**src/rtl/freq_counter_pkg.sv**
```systemverilog
`default_nettype none
// ============================================================================
// Module   : freq_counter_pkg
// Brief    : Shared state encoding and default sizing for freq_counter_core.
// Revision : 1.0 - initial release
// ============================================================================
package freq_counter_pkg;

    localparam int unsigned c_count_w       = 32;
    localparam int unsigned c_gate_w        = 32;
    localparam int unsigned c_sync_stages   = 2;
    localparam int unsigned c_settle_cycles = 16;

    typedef enum logic [1:0] {
        ST_IDLE  = 2'd0,
        ST_ARM   = 2'd1,
        ST_COUNT = 2'd2,
        ST_DONE  = 2'd3
    } state_t;

endpackage
`default_nettype wire

```
**src/rtl/freq_counter_core_if.sv**
```systemverilog
`default_nettype none
// ============================================================================
// Module   : freq_counter_core_if
// Brief    : Control/result bundle between measurement controller and core.
// Revision : 1.0 - initial release
// ============================================================================
interface freq_counter_core_if
    import freq_counter_pkg::*;
#(
    parameter int unsigned COUNT_W = c_count_w,
    parameter int unsigned GATE_W  = c_gate_w
) ();

    logic               in_wave;
    logic               start;
    logic [GATE_W-1:0]  gate_len;
    logic               result_ack;
    logic               busy;
    logic               result_valid;
    logic [COUNT_W-1:0] edge_count;
    logic               overflow;

    modport master (
        output in_wave, start, gate_len, result_ack,
        input  busy, result_valid, edge_count, overflow
    );

    modport slave (
        input  in_wave, start, gate_len, result_ack,
        output busy, result_valid, edge_count, overflow
    );

endinterface
`default_nettype wire

```
**src/rtl/freq_counter_core_edge_sync.sv**
```systemverilog
`default_nettype none
// ============================================================================
// Module   : edge_sync
// Brief    : Synchroniser chain plus registered rising-edge pulse generator.
// Revision : 1.0 - initial release
// ============================================================================
module edge_sync
    import freq_counter_pkg::*;
#(
    parameter int unsigned SYNC_STAGES = c_sync_stages
) (
    input  wire logic Clock,
    input  wire logic Reset,
    input  wire logic i_wave,
    output logic      o_pulse
);

    logic [SYNC_STAGES-1:0] r_sync;
    logic                   r_prev;
    logic                   r_pulse;

    // r_prev tracks the synchronised level every cycle so a level that is
    // already high when a window opens never looks like a fresh edge.
    always_ff @(posedge Clock) begin
        if (Reset) begin
            r_sync  <= '0;
            r_prev  <= 1'b0;
            r_pulse <= 1'b0;
        end else begin
            r_sync  <= {r_sync[SYNC_STAGES-2:0], i_wave};
            r_prev  <= r_sync[SYNC_STAGES-1];
            r_pulse <= r_sync[SYNC_STAGES-1] & ~r_prev;
        end
    end

    assign o_pulse = r_pulse;

endmodule
`default_nettype wire

```
**src/rtl/freq_counter_core.sv**
```systemverilog
`default_nettype none
// ============================================================================
// Module   : freq_counter_core
// Brief    : Counts synchronised rising edges over a gate window and holds
//            the result under a valid/ack handshake.
//            Optional settle phase: define FREQ_COUNTER_SETTLE_EN.
// Revision : 1.0 - initial release
// ============================================================================
module freq_counter_core
    import freq_counter_pkg::*;
#(
    parameter int unsigned COUNT_W       = c_count_w,
    parameter int unsigned GATE_W        = c_gate_w,
    parameter int unsigned SYNC_STAGES   = c_sync_stages,
    parameter int unsigned SETTLE_CYCLES = c_settle_cycles
) (
    input  wire logic          Clock,
    input  wire logic          Reset,
    freq_counter_core_if.slave bus
);

    localparam logic [COUNT_W-1:0] c_count_max = '1;
`ifdef FREQ_COUNTER_SETTLE_EN
    localparam state_t c_first_state = ST_ARM;
`else
    localparam state_t c_first_state = ST_COUNT;
`endif

    state_t              r_state;
    state_t              w_state_next;
    logic [GATE_W-1:0]   r_timer;
    logic [GATE_W-1:0]   w_gate_eff;
    logic [COUNT_W-1:0]  r_count;
    logic [COUNT_W-1:0]  w_count_next;
    logic [COUNT_W-1:0]  r_edge_count;
    logic                r_ovf;
    logic                w_ovf_next;
    logic                r_overflow;
    logic                w_pulse;
    logic                w_start_accept;
    logic                w_timer_zero;
`ifdef FREQ_COUNTER_SETTLE_EN
    logic [GATE_W-1:0]   r_gate_len;
`endif

    edge_sync #(
        .SYNC_STAGES (SYNC_STAGES)
    ) u_edge_sync (
        .Clock   (Clock),
        .Reset   (Reset),
        .i_wave  (bus.in_wave),
        .o_pulse (w_pulse)
    );

    assign w_gate_eff   = (bus.gate_len == '0) ? GATE_W'(1) : bus.gate_len;
    assign w_timer_zero = (r_timer == '0);

    always_ff @(posedge Clock) begin
        if (Reset) begin
            r_state <= ST_IDLE;
        end else begin
            r_state <= w_state_next;
        end
    end

    always_comb begin
        w_state_next   = r_state;
        w_start_accept = 1'b0;
        w_count_next   = r_count;
        w_ovf_next     = r_ovf;
        case (r_state)
            ST_IDLE: begin
                if (bus.start) begin
                    w_start_accept = 1'b1;
                    w_state_next   = c_first_state;
                end
            end
`ifdef FREQ_COUNTER_SETTLE_EN
            ST_ARM: begin
                if (w_timer_zero) begin
                    w_state_next = ST_COUNT;
                end
            end
`endif
            ST_COUNT: begin
                if (w_pulse) begin
                    if (r_count == c_count_max) begin
                        w_ovf_next = 1'b1;
                    end else begin
                        w_count_next = r_count + 1'b1;
                    end
                end
                if (w_timer_zero) begin
                    w_state_next = ST_DONE;
                end
            end
            ST_DONE: begin
                // A new request takes precedence over a simultaneous ack.
                if (bus.start) begin
                    w_start_accept = 1'b1;
                    w_state_next   = c_first_state;
                end else if (bus.result_ack) begin
                    w_state_next = ST_IDLE;
                end
            end
            default: begin
                w_state_next = ST_IDLE;
            end
        endcase
    end

    always_ff @(posedge Clock) begin
        if (Reset) begin
            r_timer      <= '0;
            r_count      <= '0;
            r_ovf        <= 1'b0;
            r_edge_count <= '0;
            r_overflow   <= 1'b0;
`ifdef FREQ_COUNTER_SETTLE_EN
            r_gate_len   <= '0;
`endif
        end else if (w_start_accept) begin
            r_count      <= '0;
            r_ovf        <= 1'b0;
            r_edge_count <= '0;
            r_overflow   <= 1'b0;
`ifdef FREQ_COUNTER_SETTLE_EN
            r_gate_len   <= w_gate_eff;
            r_timer      <= GATE_W'(SETTLE_CYCLES - 1);
        end else if (r_state == ST_ARM) begin
            r_timer <= w_timer_zero ? (r_gate_len - 1'b1) : (r_timer - 1'b1);
`else
            r_timer      <= w_gate_eff - 1'b1;
`endif
        end else if (r_state == ST_COUNT) begin
            r_count <= w_count_next;
            r_ovf   <= w_ovf_next;
            if (w_timer_zero) begin
                r_edge_count <= w_count_next;
                r_overflow   <= w_ovf_next;
            end else begin
                r_timer <= r_timer - 1'b1;
            end
        end
    end

    assign bus.busy         = (r_state == ST_ARM) || (r_state == ST_COUNT);
    assign bus.result_valid = (r_state == ST_DONE);
    assign bus.edge_count   = r_edge_count;
    assign bus.overflow     = r_overflow;

endmodule
`default_nettype wire

```
**src/flat_wrapper.sv**
```systemverilog
// flat-port wrapper written by rule: the top's interface ports become plain ports
module freq_counter_core_flat import freq_counter_pkg::*;
#(
    parameter int unsigned COUNT_W       = c_count_w,
    parameter int unsigned GATE_W        = c_gate_w,
    parameter int unsigned SYNC_STAGES   = c_sync_stages,
    parameter int unsigned SETTLE_CYCLES = c_settle_cycles
)
  (Clock, Reset, bus_in_wave, bus_start, bus_gate_len, bus_result_ack, bus_busy, bus_result_valid, bus_edge_count, bus_overflow);
  freq_counter_core_if #(.COUNT_W(COUNT_W), .GATE_W(GATE_W)) bus_i ();
  input  wire logic Clock;
  input  wire logic Reset;
  input wire logic [$bits(bus_i.in_wave)-1:0] bus_in_wave;
  input wire logic [$bits(bus_i.start)-1:0] bus_start;
  input wire logic [$bits(bus_i.gate_len)-1:0] bus_gate_len;
  input wire logic [$bits(bus_i.result_ack)-1:0] bus_result_ack;
  output wire logic [$bits(bus_i.busy)-1:0] bus_busy;
  output wire logic [$bits(bus_i.result_valid)-1:0] bus_result_valid;
  output wire logic [$bits(bus_i.edge_count)-1:0] bus_edge_count;
  output wire logic [$bits(bus_i.overflow)-1:0] bus_overflow;
  assign bus_i.in_wave = bus_in_wave;
  assign bus_i.start = bus_start;
  assign bus_i.gate_len = bus_gate_len;
  assign bus_i.result_ack = bus_result_ack;
  assign bus_busy = bus_i.busy;
  assign bus_result_valid = bus_i.result_valid;
  assign bus_edge_count = bus_i.edge_count;
  assign bus_overflow = bus_i.overflow;
  freq_counter_core #(.COUNT_W(COUNT_W), .GATE_W(GATE_W), .SYNC_STAGES(SYNC_STAGES), .SETTLE_CYCLES(SETTLE_CYCLES)) u_core (.Clock(Clock), .Reset(Reset), .bus(bus_i));
endmodule
```
**config.mk**
```make
export PLATFORM = sky130hd
export DESIGN_NAME = freq_counter_core_flat
export DESIGN_NICKNAME = d
export VERILOG_FILES = /design/src/rtl/freq_counter_pkg.sv /design/src/rtl/freq_counter_core_if.sv /design/src/rtl/freq_counter_core_edge_sync.sv /design/src/rtl/freq_counter_core.sv /design/src/flat_wrapper.sv
export SDC_FILE = /design/constraint.sdc
export NUM_CORES = 1
export LEC_CHECK = 0
export ABC_CLOCK_PERIOD_IN_PS = 5910
export CORE_MARGIN = 2
export CORE_UTILIZATION = 35
export DETAILED_ROUTE_END_ITERATION = 8
export GPL_TIMING_DRIVEN = 0
export SLEW_MARGIN = 30
export SYNTH_ARGS = -nofsm -noshare
export SYNTH_HDL_FRONTEND = slang
export SYNTH_SLANG_ARGS = --single-unit
```
**constraint.sdc**
```tcl
create_clock -name Clock -period 5.91 [get_ports Clock]
set_clock_uncertainty 0.05 [all_clocks]
set_input_delay 1.182 -clock Clock [delete_from_list [all_inputs] [get_ports Clock]]
set_output_delay 1.182 -clock Clock [all_outputs]
set_load 0.005 [all_outputs]
```
==> summary.txt, run 1 <==
CTS
  • # Post-CTS Setup Buffers: 0
  • CTS H-tree depth: 3
  • Cts bufs inserted: 9
  • Clock insertion delay at the later pin of the skew report: 0.36 ns
  • Post-CTS Resized: 0
  • Clock tree from TritonCTS: done
  • CTS Buffer Depth: 2
  • Clock sink count: 104
  • Clock-pin slew of the registers on the worst-case setup and hold paths: 0.08 ns
  • Number of buffers added to fix hold violations after cts: 0
  • Clock tree root driver cell: sky130_fd_sc_hd__clkbuf_16

Setup path
  • WP data arrival: 5.69 ns
  • Endpoint class of the critical path: flop
  • Largest fanout on the critical path: 10
  • Worst path cell trace: clkdlybuf4s50_1 -> and2b_1 -> buf_6 -> buf_2 -> buf_1 -> buf_1 -> mux2i_1 -> ha_1 -> inv_1 -> a211oi_2 -> nand4_1 -> buf_4 -> buf_6 -> o31ai_1 -> a21oi_1 -> nor4_1
  • Data required time at the worst endpoint: 6.12 ns
  • Worst stage delay on the critical path: 0.63 ns
  • Type of the worst setup path: primary input to flop
  • Cell at the slowest stage of the critical path: sky130_fd_sc_hd__buf_1
  • Type of element launching the critical path: primary input

Placed design
  • DP Worst Slack: 0.152 ns
  • Buffers added on ports: 70
  • Final weighted congestion in routability-driven placement: 0.929
  • Inst Count DP: 1057
  • HPWL reported at the end of detailed placement: 13200 um

Drt
  • Drt first pass iters: 5
  • Final ANT Viol Nets: 0
  • Vias per Instance: 5.52
  • Violation count after the first detailed-route iteration: 450
  • DR WL/cell: 17.0 um
  • Final routed wirelength across all metal layers: 18200 um
  • DRC viols: 0
  • Total number of vias: 5921

Logic synthesis
  • Biggest area contributors in the synthesized netlist: sky130_fd_sc_hd__dfxtp_1, sky130_fd_sc_hd__xnor2_1, sky130_fd_sc_hd__nor2_1
  • Prevailing post-synth register cell: sky130_fd_sc_hd__dfxtp_1
  • Top cell types by occurrence after synthesis: sky130_fd_sc_hd__dfxtp_1, sky130_fd_sc_hd__nor2_1, sky130_fd_sc_hd__nand2_1
  • Share of synthesized area occupied by flip-flops and latches: 0.338
  • Number of cells produced by synthesis: 762
  • Number of warnings issued by yosys: 0
  • Avg Cell Area, Syn: 8.09 um^2
  • Fraction of synthesized cell area taken by the top area cell type: 0.338
  • Seq cells post-synth: 104
  • Proportion of register bits with asynchronous set or reset after synthesis: 0
  • Post-synth cell types: 65
  • EDFF count, synth: 0
  • Combined area of all synthesized cells: 6170 um^2
  • Syn nets: 804
  • Cell taking the most area after synthesis: sky130_fd_sc_hd__dfxtp_1

STA
  • Relative max-transition margin: 0.505
  • Fraction of the cycle the final worst path needs: 0.926
  • Hold Fails Final Rpt: 0
  • Final Max Tran Viols: 0
  • Final TNS setup: 0 ns
  • Slack of the critical path: 0.435 ns
  • Peak clock frequency supported by timing: 183 MHz
  • Time the final worst path needs with I/O delays and setup: 5.48 ns
  • Transition at the pin with the smallest max-transition slack: 0.742 ns
  • Setup repair after global routing missed its margin: false
  • Final setup viols: 0

Global route
  • Maximum number of pins on one net before global-route repair: 20
  • Number of antenna violations at the first check in global routing: 0
  • Overall Global Routing Usage: 0.201
  • Wire length of the first global-routing pass: 29300 um
  • Congestion Overflow GR: 0
  • Via count of the first global-routing pass: 5480

Pwr
  • Worst vdd ir: 0.166 mV
  • Total power divided by cell area: 243 nW/um^2
  • Pleak: 2.44 nW
  • Total Power Consumption: 1.81 mW

Finish
  • Fillcell total: 1767
  • Relative area change from synthesis to final layout: 21.0%
  • Final non-filler cell total: 1073
  • Diodes inserted: 0
  • Share of the core filled with cells: 0.433
  • Layout cell share with drive strength beyond 1: 0.0719
  • FF/Latch Area: 2080 um^2
  • Area used by multi-input combinational logic: 3790 um^2
  • Nets: 885

Floorplanning
  • Width of the chip: 137 um
  • Top-level port count: 72
  • Die Outline Area: 18700 um^2
  • Height of the die: 137 um
  • Number of rows in the core area: 48
  • Effective utilization at floorplan: 0.358
  • Core footprint: 17200 um^2

Job
  • Max-capacitance violation count: 0

Run status
  • Status: finished, final reports clean

Min path
  • Tightest Hold Check Type: flop to flop
## power by group
| group | total, mW | switching [mW] | leakage (nW) | internal [mW] |
|---|---|---|---|---|
| combinational | 0.396 | 0.246 | 1.44 | 0.150 |
| sequential | 0.769 | 0.0375 | 0.845 | 0.731 |
| clock | 0.649 | 0.307 | 0.153 | 0.342 |
| total | 1.81 | 0.591 | 2.44 | 1.22 |
## stage by stage
stage	instance area, um^2	hold WS [ns]
finish	7460	0.346
global route	7460	0.390
CTS	7460	0.351
detailed placement	7150	0.329
global placement	7150	0.321
floorplan	6170	0.317
## state kept, by name (all words and copies together), names as in the netlist
register	cells
u_core.u_edge_sync.o_pulse	1
u_core.r_state	2
u_core.u_edge_sync.r_prev	1
u_core.bus.overflow	1
u_core.u_edge_sync.r_sync	2
u_core.bus.edge_count	32
u_core.r_count	32
u_core.r_timer	32
u_core.r_ovf	1
## cell families (layout without fill, tap and decap cells)
family                     after synthesis  after routing  share of synthesized area
muxes                                   18             18                     0.0298
buffers and inverters                   63            149                     0.0473
DFF                                    104            104                      0.338
adders and majority gates                5              5                     0.0101
xor gates and xnor gates                93             93                      0.132
AOI/OAI and AO/OA                      154            154                      0.163
and+or+nand+nor                        325            325                      0.280
## placed cells by master, fill, tap and decap left out, types with 4 or more instances in the layout
cell type                         Yosys  routed
sky130_fd_sc_hd__o22ai_1              4       4
sky130_fd_sc_hd__mux2i_1             15      15
sky130_fd_sc_hd__nor3_1              26      26
sky130_fd_sc_hd__o31a_1               6       6
sky130_fd_sc_hd__nand3b_1             4       4
sky130_fd_sc_hd__a21oi_1             45      45
sky130_fd_sc_hd__xnor2_1             50      50
sky130_fd_sc_hd__nand2_1             55      55
sky130_fd_sc_hd__nor2b_1              6       6
sky130_fd_sc_hd__nand4_1             18      18
sky130_fd_sc_hd__xor2_1              43      43
sky130_fd_sc_hd__nand3_1             25      25
sky130_fd_sc_hd__and2_1               6       6
sky130_fd_sc_hd__o31ai_1              5       5
sky130_fd_sc_hd__clkbuf_1            34      35
sky130_fd_sc_hd__nor3_2               4       4
sky130_fd_sc_hd__a211oi_2             4       4
sky130_fd_sc_hd__dfxtp_1            104     104
sky130_fd_sc_hd__ha_1                 5       5
sky130_fd_sc_hd__clkbuf_16            0       9
sky130_fd_sc_hd__and4_1               7       7
sky130_fd_sc_hd__or3_1               14      14
sky130_fd_sc_hd__inv_1                9       9
sky130_fd_sc_hd__o21ai_0             38      38
sky130_fd_sc_hd__a211oi_1            26      26
sky130_fd_sc_hd__nand2b_1             8       8
sky130_fd_sc_hd__buf_2               11      11
sky130_fd_sc_hd__buf_6                5       5
sky130_fd_sc_hd__nor4_1              22      22
sky130_fd_sc_hd__and3_1               5       5
sky130_fd_sc_hd__clkdlybuf4s50_1      0      70
sky130_fd_sc_hd__nor2_1             104     104
## worst max-delay path, delay by kind of cell
family | cells | cell delay (ns)
adder cells (fa/ha/maj) | 1 | 0.24
buffers and inverters | 8 | 2.79
AND/OR/NAND/NOR | 3 | 0.64
AO/OA/AOI/OAI | 3 | 0.56
multiplexers | 1 | 0.27
## path summary, 6_finish.rpt
kind,from,to,slack (ns),depth (start not counted)
max reg2reg,u_core.r_state[0],u_core.r_timer[20],1.00,17
max,bus_start,u_core.r_timer[20],0.43,16
min,u_core.u_edge_sync.r_prev,u_core.u_edge_sync.o_pulse,0.35,1
min reg2reg,u_core.u_edge_sync.r_prev,u_core.u_edge_sync.o_pulse,0.35,1
## per-layer routing
metal / share of wire / up-vias / GRT usage
li1: - / 2887 / -
met2: 0.44 / 213 / 0.317
met1: 0.47 / 2789 / 0.280
met5: 0 / - / 0
met4: 0.022 / 0 / 0.0642
met3: 0.063 / 32 / 0.0337
## layout make-up
cell class,instances,share of cell area
Multi-Input combinational cell,595,0.508
Clock inverter,6,0.0109
Buffer,54,0.0346
Clock buffer,10,0.0307
Sequential cell,104,0.279
Inverter,9,0.00453
Tap cell,225,0.0377
Timing Repair Buffer,70,0.0939
Note: power is estimated with default switching activity, not from simulation.
==> run 2: changes to the inputs <==
--- a/config.mk
+++ b/config.mk
@@ -10,6 +10,7 @@
 export CORE_UTILIZATION = 35
 export DETAILED_ROUTE_END_ITERATION = 8
 export GPL_TIMING_DRIVEN = 0
+export PLACE_DENSITY_LB_ADDON = 0.08
 export SLEW_MARGIN = 30
 export SYNTH_ARGS = -nofsm -noshare
 export SYNTH_HDL_FRONTEND = slang
==> run 2 against run 1 <==
  * Final area is 0.22% higher
  * Clock-buffer cell count decreased by 1
  * Maximum frequency increased by 2.2%
  * Register-to-register slack improved by 0.09 ns
==> summary.txt, run 2 (synthesis results as in run 1) <==
STA
  • Slack of the critical path: 0.555 ns (+0.120 ns)
  • Final Max Tran Viols: 0 (unchanged)
  • Time the final worst path needs with I/O delays and setup: 5.36 ns (-0.120 ns)
  • Peak clock frequency supported by timing: 187 MHz (+2.2%)
  • Transition at the pin with the smallest max-transition slack: 0.820 ns (+0.0775 ns)
  • Setup repair after global routing missed its margin: false
  • Fraction of the cycle the final worst path needs: 0.906 (-0.0203)
  • Final TNS setup: 0 ns (unchanged)
  • Hold Fails Final Rpt: 0 (unchanged)
  • Relative max-transition margin: 0.453 (-0.0517)
  • Final setup viols: 0 (unchanged)

Pwr
  • Pleak: 2.44 nW (+0.18%)
  • Total Power Consumption: 1.85 mW (+1.8%)
  • Total power divided by cell area: 247 nW/um^2 (+1.6%)
  • Worst vdd ir: 0.156 mV (-6.1%)

CTS
  • Clock-pin slew of the registers on the worst-case setup and hold paths: 0.07 ns (about the same)
  • Cts bufs inserted: 9 (unchanged)
  • CTS Buffer Depth: 2 (unchanged)
  • # Post-CTS Setup Buffers: 0 (unchanged)
  • Post-CTS Resized: 0 (unchanged)
  • Clock tree from TritonCTS: done
  • Clock tree root driver cell: sky130_fd_sc_hd__clkbuf_16
  • Clock sink count: 104 (unchanged)
  • Clock insertion delay at the later pin of the skew report: 0.36 ns (about the same)
  • Number of buffers added to fix hold violations after cts: 0 (unchanged)
  • CTS H-tree depth: 3 (unchanged)

Placed design
  • HPWL reported at the end of detailed placement: 14300 um (+8.5%)
  • DP Worst Slack: 0.213 ns (+0.0608 ns)
  • Buffers added on ports: 70 (unchanged)
  • Final weighted congestion in routability-driven placement: 0.880 (-5.2%)
  • Placed cell area: 7150 um^2 (unchanged)

Floorplanning
  • Die Outline Area: 18700 um^2 (unchanged)
  • Top-level port count: 72 (unchanged)
  • Height of the die: 137 um (unchanged)
  • Effective utilization at floorplan: 0.358 (unchanged)
  • Core footprint: 17200 um^2 (unchanged)
  • Number of rows in the core area: 48 (unchanged)
  • Width of the chip: 137 um (unchanged)

Drt
  • Final routed wirelength across all metal layers: 19600 um (+8.0%)
  • Total number of vias: 5890 (-0.52%)
  • DR WL/cell: 18.3 um (+8.0%)
  • DRC viols: 0 (unchanged)
  • Final ANT Viol Nets: 0 (unchanged)
  • Violation count after the first detailed-route iteration: 477 (+6.0%)
  • Drt first pass iters: 5 (unchanged)
  • Vias per Instance: 5.49 (-0.52%)

Finish
  • Fillcell total: 1750 (-0.96%)
  • Diodes inserted: 0 (unchanged)
  • Share of the core filled with cells: 0.434 (+0.000944)
  • Layout cell share with drive strength beyond 1: 0.0731 (+0.00118)
  • FF/Latch Area: 2080 um^2 (unchanged)
  • Most used cells in the layout excluding fill and tap cells: sky130_fd_sc_hd__nor2_1, sky130_fd_sc_hd__dfxtp_1, sky130_fd_sc_hd__clkdlybuf4s50_1
  • Nets: 885 (unchanged)
  • Relative area change from synthesis to final layout: 21.2%
  • Area used by multi-input combinational logic: 3790 um^2 (unchanged)
  • Post-route cell area: 7470 um^2 (+0.22%)

Setup path
  • Worst path cell trace: clkdlybuf4s50_1 -> and2b_1 -> buf_6 -> buf_2 -> buf_1 -> buf_1 -> mux2i_1 -> ha_1 -> inv_1 -> a211oi_2 -> nand4_1 -> buf_4 -> buf_6 -> o31ai_1 -> a21oi_1 -> nor4_1
  • Endpoint class of the critical path: flop
  • WP data arrival: 5.57 ns (-0.12 ns)
  • Cell at the slowest stage of the critical path: sky130_fd_sc_hd__buf_1
  • Type of element launching the critical path: primary input
  • Type of the worst setup path: primary input to flop
  • Largest fanout on the critical path: 10 (unchanged)
  • Worst stage delay on the critical path: 0.64 ns (about the same)
  • Data required time at the worst endpoint: 6.13 ns (about the same)
  • Reg-to-reg critical path startpoint: u_core.r_state[1]
  • Launch point of the critical path: bus_start

Min path
  • Hold path start: u_core.u_edge_sync.r_prev
  • Tightest Hold Check Type: flop to flop

Job
  • Max-capacitance violation count: 0 (unchanged)

Global route
  • Via count of the first global-routing pass: 5743 (+4.8%)
  • Maximum number of pins on one net before global-route repair: 19 (-5.0%)
  • Number of antenna violations at the first check in global routing: 0 (unchanged)
  • Wire length of the first global-routing pass: 31500 um (+7.6%)
  • Congestion Overflow GR: 0 (unchanged)
  • Overall Global Routing Usage: 0.219 (+0.0174)

Run status
  • Status: finished, final reports clean
-- run 2: cell type report --
cell class	count	area share
repair buffers	70	0.0937
clock inverters	7	0.0136
inverters	9	0.00452
well taps	225	0.0377
plain buffers	54	0.0345
flip-flops and latches	104	0.279
multi-input cells	595	0.507
clock buffers	9	0.0301
-- run 2: layer usage --
metal / routed length, um / vias up / track usage
li1: - / 2881 / -
met1: 8810 / 2802 / 0.280
met2: 9450 / 178 / 0.376
met3: 966 / 29 / 0.0281
met4: 405 / 0 / 0.0781
met5: 0 / - / 0
-- run 2: worst paths after layout --
check | end | slack, ns | depth (start not counted)
worst max-delay path | u_core.r_timer[20] | 0.55 | 16
worst min-delay path | u_core.u_edge_sync.o_pulse | 0.37 | 1
worst max register to register | u_core.r_timer[20] | 1.09 | 17
worst min register to register | u_core.u_edge_sync.o_pulse | 0.37 | 1
-- run 2: power by group --
group,switching [mW],internal [mW]
Sequential,0.0386,0.731
Combinational,0.254,0.150
Clock,0.298,0.376
Total,0.590,1.26
-- run 2: worst max-delay path, delay by kind of cell --
kind,cells,cell delay [ns]
AND/OR/NAND/NOR,3,0.65
adder cells (fa/ha/maj),1,0.23
buffers and inverters,8,2.66
multiplexers,1,0.28
AO/OA/AOI/OAI,3,0.57
-- run 2: stage by stage --
stage                     hold slack (ns)  instances
after floorplan                     0.317        762
after global placement              0.367       1057
after detailed placement            0.367       1057
after CTS                           0.379       1073
after global routing                0.387       1073
final                               0.369       1073
==> run 3: changes to the inputs <==
--- a/config.mk
+++ b/config.mk
@@ -8,6 +8,7 @@
 export ABC_CLOCK_PERIOD_IN_PS = 5910
 export CORE_MARGIN = 2
 export CORE_UTILIZATION = 35
+export CTS_BUF_LIST = sky130_fd_sc_hd__clkbuf_4 sky130_fd_sc_hd__clkbuf_8 sky130_fd_sc_hd__clkbuf_16
 export DETAILED_ROUTE_END_ITERATION = 8
 export GPL_TIMING_DRIVEN = 0
 export PLACE_DENSITY_LB_ADDON = 0.08
==> results of run 3 <==
No change in the layout: final DEF, timing and power equal those of run 2.
